===== src/rtl/regfile_sb.sv =====
// Parametrised integer register file with same-cycle write bypass and a
// per-register pending-write scoreboard used by issue to stall dependents.
module regfile_sb #(
  parameter int XLEN   = 32,
  parameter int NREG   = 32,
  parameter int RPORTS = 2,
  localparam int AW    = $clog2(NREG)
) (
  input  logic                   clk,
  input  logic                   rst,
  input  logic [RPORTS-1:0]      rd_req,
  input  logic [RPORTS*AW-1:0]   rd_addr,
  output logic [RPORTS*XLEN-1:0] rd_data,
  output logic [RPORTS-1:0]      rd_busy,
  output logic                   stall,
  input  logic                   wr_en,
  input  logic [AW-1:0]          wr_addr,
  input  logic [XLEN-1:0]        wr_data,
  input  logic                   iss_en,
  input  logic [AW-1:0]          iss_addr,
  input  logic                   flush,
  output logic [AW:0]            busy_cnt
);

  logic [XLEN-1:0] regs [NREG];
  logic [NREG-1:0] busy;
  logic [NREG-1:0] busy_next;
  logic [AW:0]     cnt_next;

  // Issue is applied after writeback so the newest producer keeps ownership.
  always_comb begin
    busy_next = busy;
    if (flush) begin
      busy_next = '0;
    end else begin
      if (wr_en && (wr_addr != '0)) busy_next[wr_addr] = 1'b0;
      if (iss_en && (iss_addr != '0)) busy_next[iss_addr] = 1'b1;
    end
  end

  always_comb begin
    cnt_next = '0;
    for (int i = 0; i < NREG; i++) begin
      cnt_next = cnt_next + {{AW{1'b0}}, busy_next[i]};
    end
  end

  always_ff @(posedge clk) begin
    if (rst) begin
      for (int i = 0; i < NREG; i++) regs[i] <= '0;
      busy     <= '0;
      busy_cnt <= '0;
    end else begin
      if (wr_en && (wr_addr != '0)) regs[wr_addr] <= wr_data;
      busy     <= busy_next;
      busy_cnt <= cnt_next;
    end
  end

  // A writeback in flight both forwards its data and releases the reader.
  for (genvar p = 0; p < RPORTS; p++) begin : g_port
    logic [AW-1:0] addr;
    logic          hit;

    assign addr = rd_addr[p*AW +: AW];
    assign hit  = wr_en && (wr_addr == addr);

    assign rd_data[p*XLEN +: XLEN] = (hit && (addr != '0)) ? wr_data :
                                     (addr == '0)          ? '0      :
                                                             regs[addr];
    assign rd_busy[p] = busy[addr] & ~hit;
  end

  assign stall = |(rd_req & rd_busy);

endmodule


===== config.mk =====
export PLATFORM = sky130hd
export DESIGN_NAME = regfile_sb
export DESIGN_NICKNAME = d
export VERILOG_FILES = /design/src/rtl/regfile_sb.sv
export SDC_FILE = /design/constraint.sdc
export NUM_CORES = 2
export LEC_CHECK = 0
export ABC_AREA = 1
export CAP_MARGIN = 15
export CELL_PAD_IN_SITES_DETAIL_PLACEMENT = 1
export CELL_PAD_IN_SITES_GLOBAL_PLACEMENT = 1
export CORE_ASPECT_RATIO = 0.7
export CORE_MARGIN = 1.5
export CORE_UTILIZATION = 52
export CTS_CLUSTER_DIAMETER = 40
export DETAILED_ROUTE_END_ITERATION = 7
export PLACE_DENSITY_LB_ADDON = 0.1
export RECOVER_POWER = 50
export SYNTH_ARGS = -nofsm -noshare
export SYNTH_HDL_FRONTEND = slang
export SYNTH_SLANG_ARGS = --single-unit
export TNS_END_PERCENT = 100

===== constraint.sdc =====
create_clock -name clk -period 18.2 [get_ports clk]
set_input_delay 4.55 -clock clk [delete_from_list [all_inputs] [get_ports clk]]
set_output_delay 4.55 -clock clk [all_outputs]
set_load 0.05 [all_outputs]

==> results.sh <==
export IMPL_status="finished with violations"
export IMPL_violations="max-capacitance violations, max-slew violations"
export IMPL_route_vias_total=57300
export IMPL_cts_root_buf="clkbuf_16"
export IMPL_clock_latency_ns=0.77
export IMPL_leakage_uw=0.0268
export IMPL_finalCriticalPeriod_ns=14.38
export IMPL_clkTransAtPathRegs_ns=0.05
export IMPL_yosys_cell_count_top_type="nand2_1"
export IMPL_skew_ns=0.0199
export IMPL_synth_common_cells="nand2_1, nor2_1, edfxtp_1"
export IMPL_final_max_slew_viol_count=1187
export IMPL_fin_setup_tns_ns=0
export IMPL_setup_viol=0
export IMPL_first_pass_iters=6
export IMPL_routed_wl_um=253000
export IMPL_grt_use_total_pct=42.4
export IMPL_initial_core_util_pct=52.8
export IMPL_hp_class="reg -> reg"
export IMPL_clockBufferDepth=3
export IMPL_coreArea_um2=114000
export IMPL_async_flop_share_pct=0
export IMPL_synth_area_leaders="edfxtp_1, nand2_1, nor2_1"
export IMPL_cp_arrival_ns=9.83
export IMPL_yosys_cell_types_count=27
export IMPL_hold_viol_final=0
export IMPL_worst_pin_slew_ns=3.68
export IMPL_hold_buffers=0
export IMPL_cts_buffers=145
export IMPL_cp_start_kind="primary input"
export IMPL_dp_cells=8521
export IMPL_rows=103
export IMPL_rsz0062_at_grt="no"
export IMPL_synth_seq_area_share_pct=52.6
export IMPL_overflow=0
export IMPL_endpoint_kind="output port"
export IMPL_cts_setup_buffers=0
export IMPL_die_h_um=287
export IMPL_yosysTopAreaCell="edfxtp_1"
export IMPL_syn_avg_cell_area_um2=8.14
export IMPL_port_buffer_count=131
export IMPL_fin_nets=7247
export IMPL_dp_hpwl_um=146000
export IMPL_tritoncts="done"
export IMPL_gp_congestion=0.911
export IMPL_post_drt_wl_per_cell_um=28.7
export IMPL_drt_iter0_drc=7856
export IMPL_fillers=13400
export IMPL_area_growth_pct=11.3
export IMPL_multi_input_area_um2=23600
export IMPL_finalCritPeriodShare_pct=79.0
export IMPL_grt_pass1_vias=58300
export IMPL_drive_gt1_share_pct=5.95
export IMPL_die_area_um2=117000
export IMPL_synth_seq_cells=1062
export IMPL_hold_ws_ns=0.531
export IMPL_cts_sinks=1062
export IMPL_drc_errors=0
export IMPL_drv_cap=35
export IMPL_worst_ep_required_time_ns=13.65
export IMPL_power_density_nw_per_um2=101
export IMPL_drtAntennaViolNets=0
export IMPL_synthCells=7362
export IMPL_synth_edf_count=1024
export IMPL_grt_max_degree=214
export IMPL_io_pins=132
export IMPL_grt_pass1_wl_um=370000
export IMPL_seq_area_um2=31500
export IMPL_cp_max_fo=55
export IMPL_yosys_warnings=0
export IMPL_final_util_pct=58.8
export IMPL_irDropWorstVdd_mv=0.100
export IMPL_relSlewSlack_pct=-146
export IMPL_die_x_um=409
export IMPL_fmax_mhz=69.5
export IMPL_cts_repair_resized=0
export IMPL_antenna_found_initial=3
export IMPL_cts_htree_levels=4
export IMPL_synth_top_area_share_pct=51.3
export IMPL_path_class="in -> out"
export IMPL_instances_no_fill=8796
export IMPL_synth_ff_type="edfxtp_1"
export IMPL_vias_per_cell=6.51
export IMPL_syn_area_um2=59900
-- routing by layer --
layer | share of wire, % | GRT usage, %
met5 | 0.0051 | 0
met1 | 37 | 54.9
met4 | 6.9 | 27.6
met3 | 12 | 9.18
met2 | 44 | 64.6
-- where the power goes --
group	switching (µW)	internal, µW	total [µW]
registers	58.7	2820	2870
clock network	1160	1720	2880
logic	730	233	964
-- cell type report --
type	count	area share (%)
multi-input combinational	5019	35.3
antenna	1	0.00375
timing repair buffer	280	3.71
tap	1522	2.85
clock buffer	170	5.88
sequential	1062	47.2
inverter	649	3.67
clock inverter	93	1.33
-- path summary, 6_finish.rpt --
path	startpoint	end	slack, ns	depth (start not counted)
setup reg to reg	busy[19]	busy_cnt[4]	13.07	17
hold reg to reg	busy[0]	busy[0]	0.53	2
hold / removal	busy[0]	busy[0]	0.53	2
setup / recovery	rd_addr[7]	rd_data[62]	3.82	11
-- sequential cells by signal, indices dropped and copies added (netlist names) --
name / count
busy: 32
busy_cnt: 6
regs: 1024
-- stage by stage --
| stage | setup slack (ns) | instance area (µm²) | total power (µW) |
|---|---|---|---|
| finish | 3.82 | 66700 | 6720 |
| global route | 3.87 | 66700 | 6870 |
| CTS | 4.08 | 66700 | 6680 |
| detailed placement | 4.10 | 61900 | 3840 |
| global placement | 4.16 | 61900 | 3800 |
| floorplan | 7.53 | 60100 | 3460 |
-- cells in the final DEF, fill, tap and decap left out, drive strengths merged, types with 112 or more instances in the layout --
master	synthesis	final
clkdlybuf4s50	0	112
a21oi	474	474
nand2	1433	1433
buf	245	124
inv	645	648
clkbuf	418	206
o211ai	488	488
nor2	1274	1274
nand3	800	800
edfxtp	1024	1024
o21ai	424	424
-- worst max-delay path, stage by stage --
cell and delay (ns):
buf_4 0.65, clkinv_2 0.91, nor2_4 0.28, buf_4 0.84
inv_1 0.68, a21oi_1 0.36, nor2_1 0.09, nand2_1 0.09
nand3_1 0.26, nand2_1 0.17, clkdlybuf4s50_1 0.88
-- kinds of logic after synthesis --
| kind of cell | share of synthesized area, % |
|---|---|
| xor gates and xnor gates | 0.0292 |
| other | 0.00626 |
| AOI/OAI and AO/OA | 13.7 |
| and+or+nand+nor | 24.2 |
| DFF | 52.6 |
| adders and majority gates | 0.948 |
| buffers and inverters | 8.57 |
Note: power is estimated with default switching activity, not from simulation.
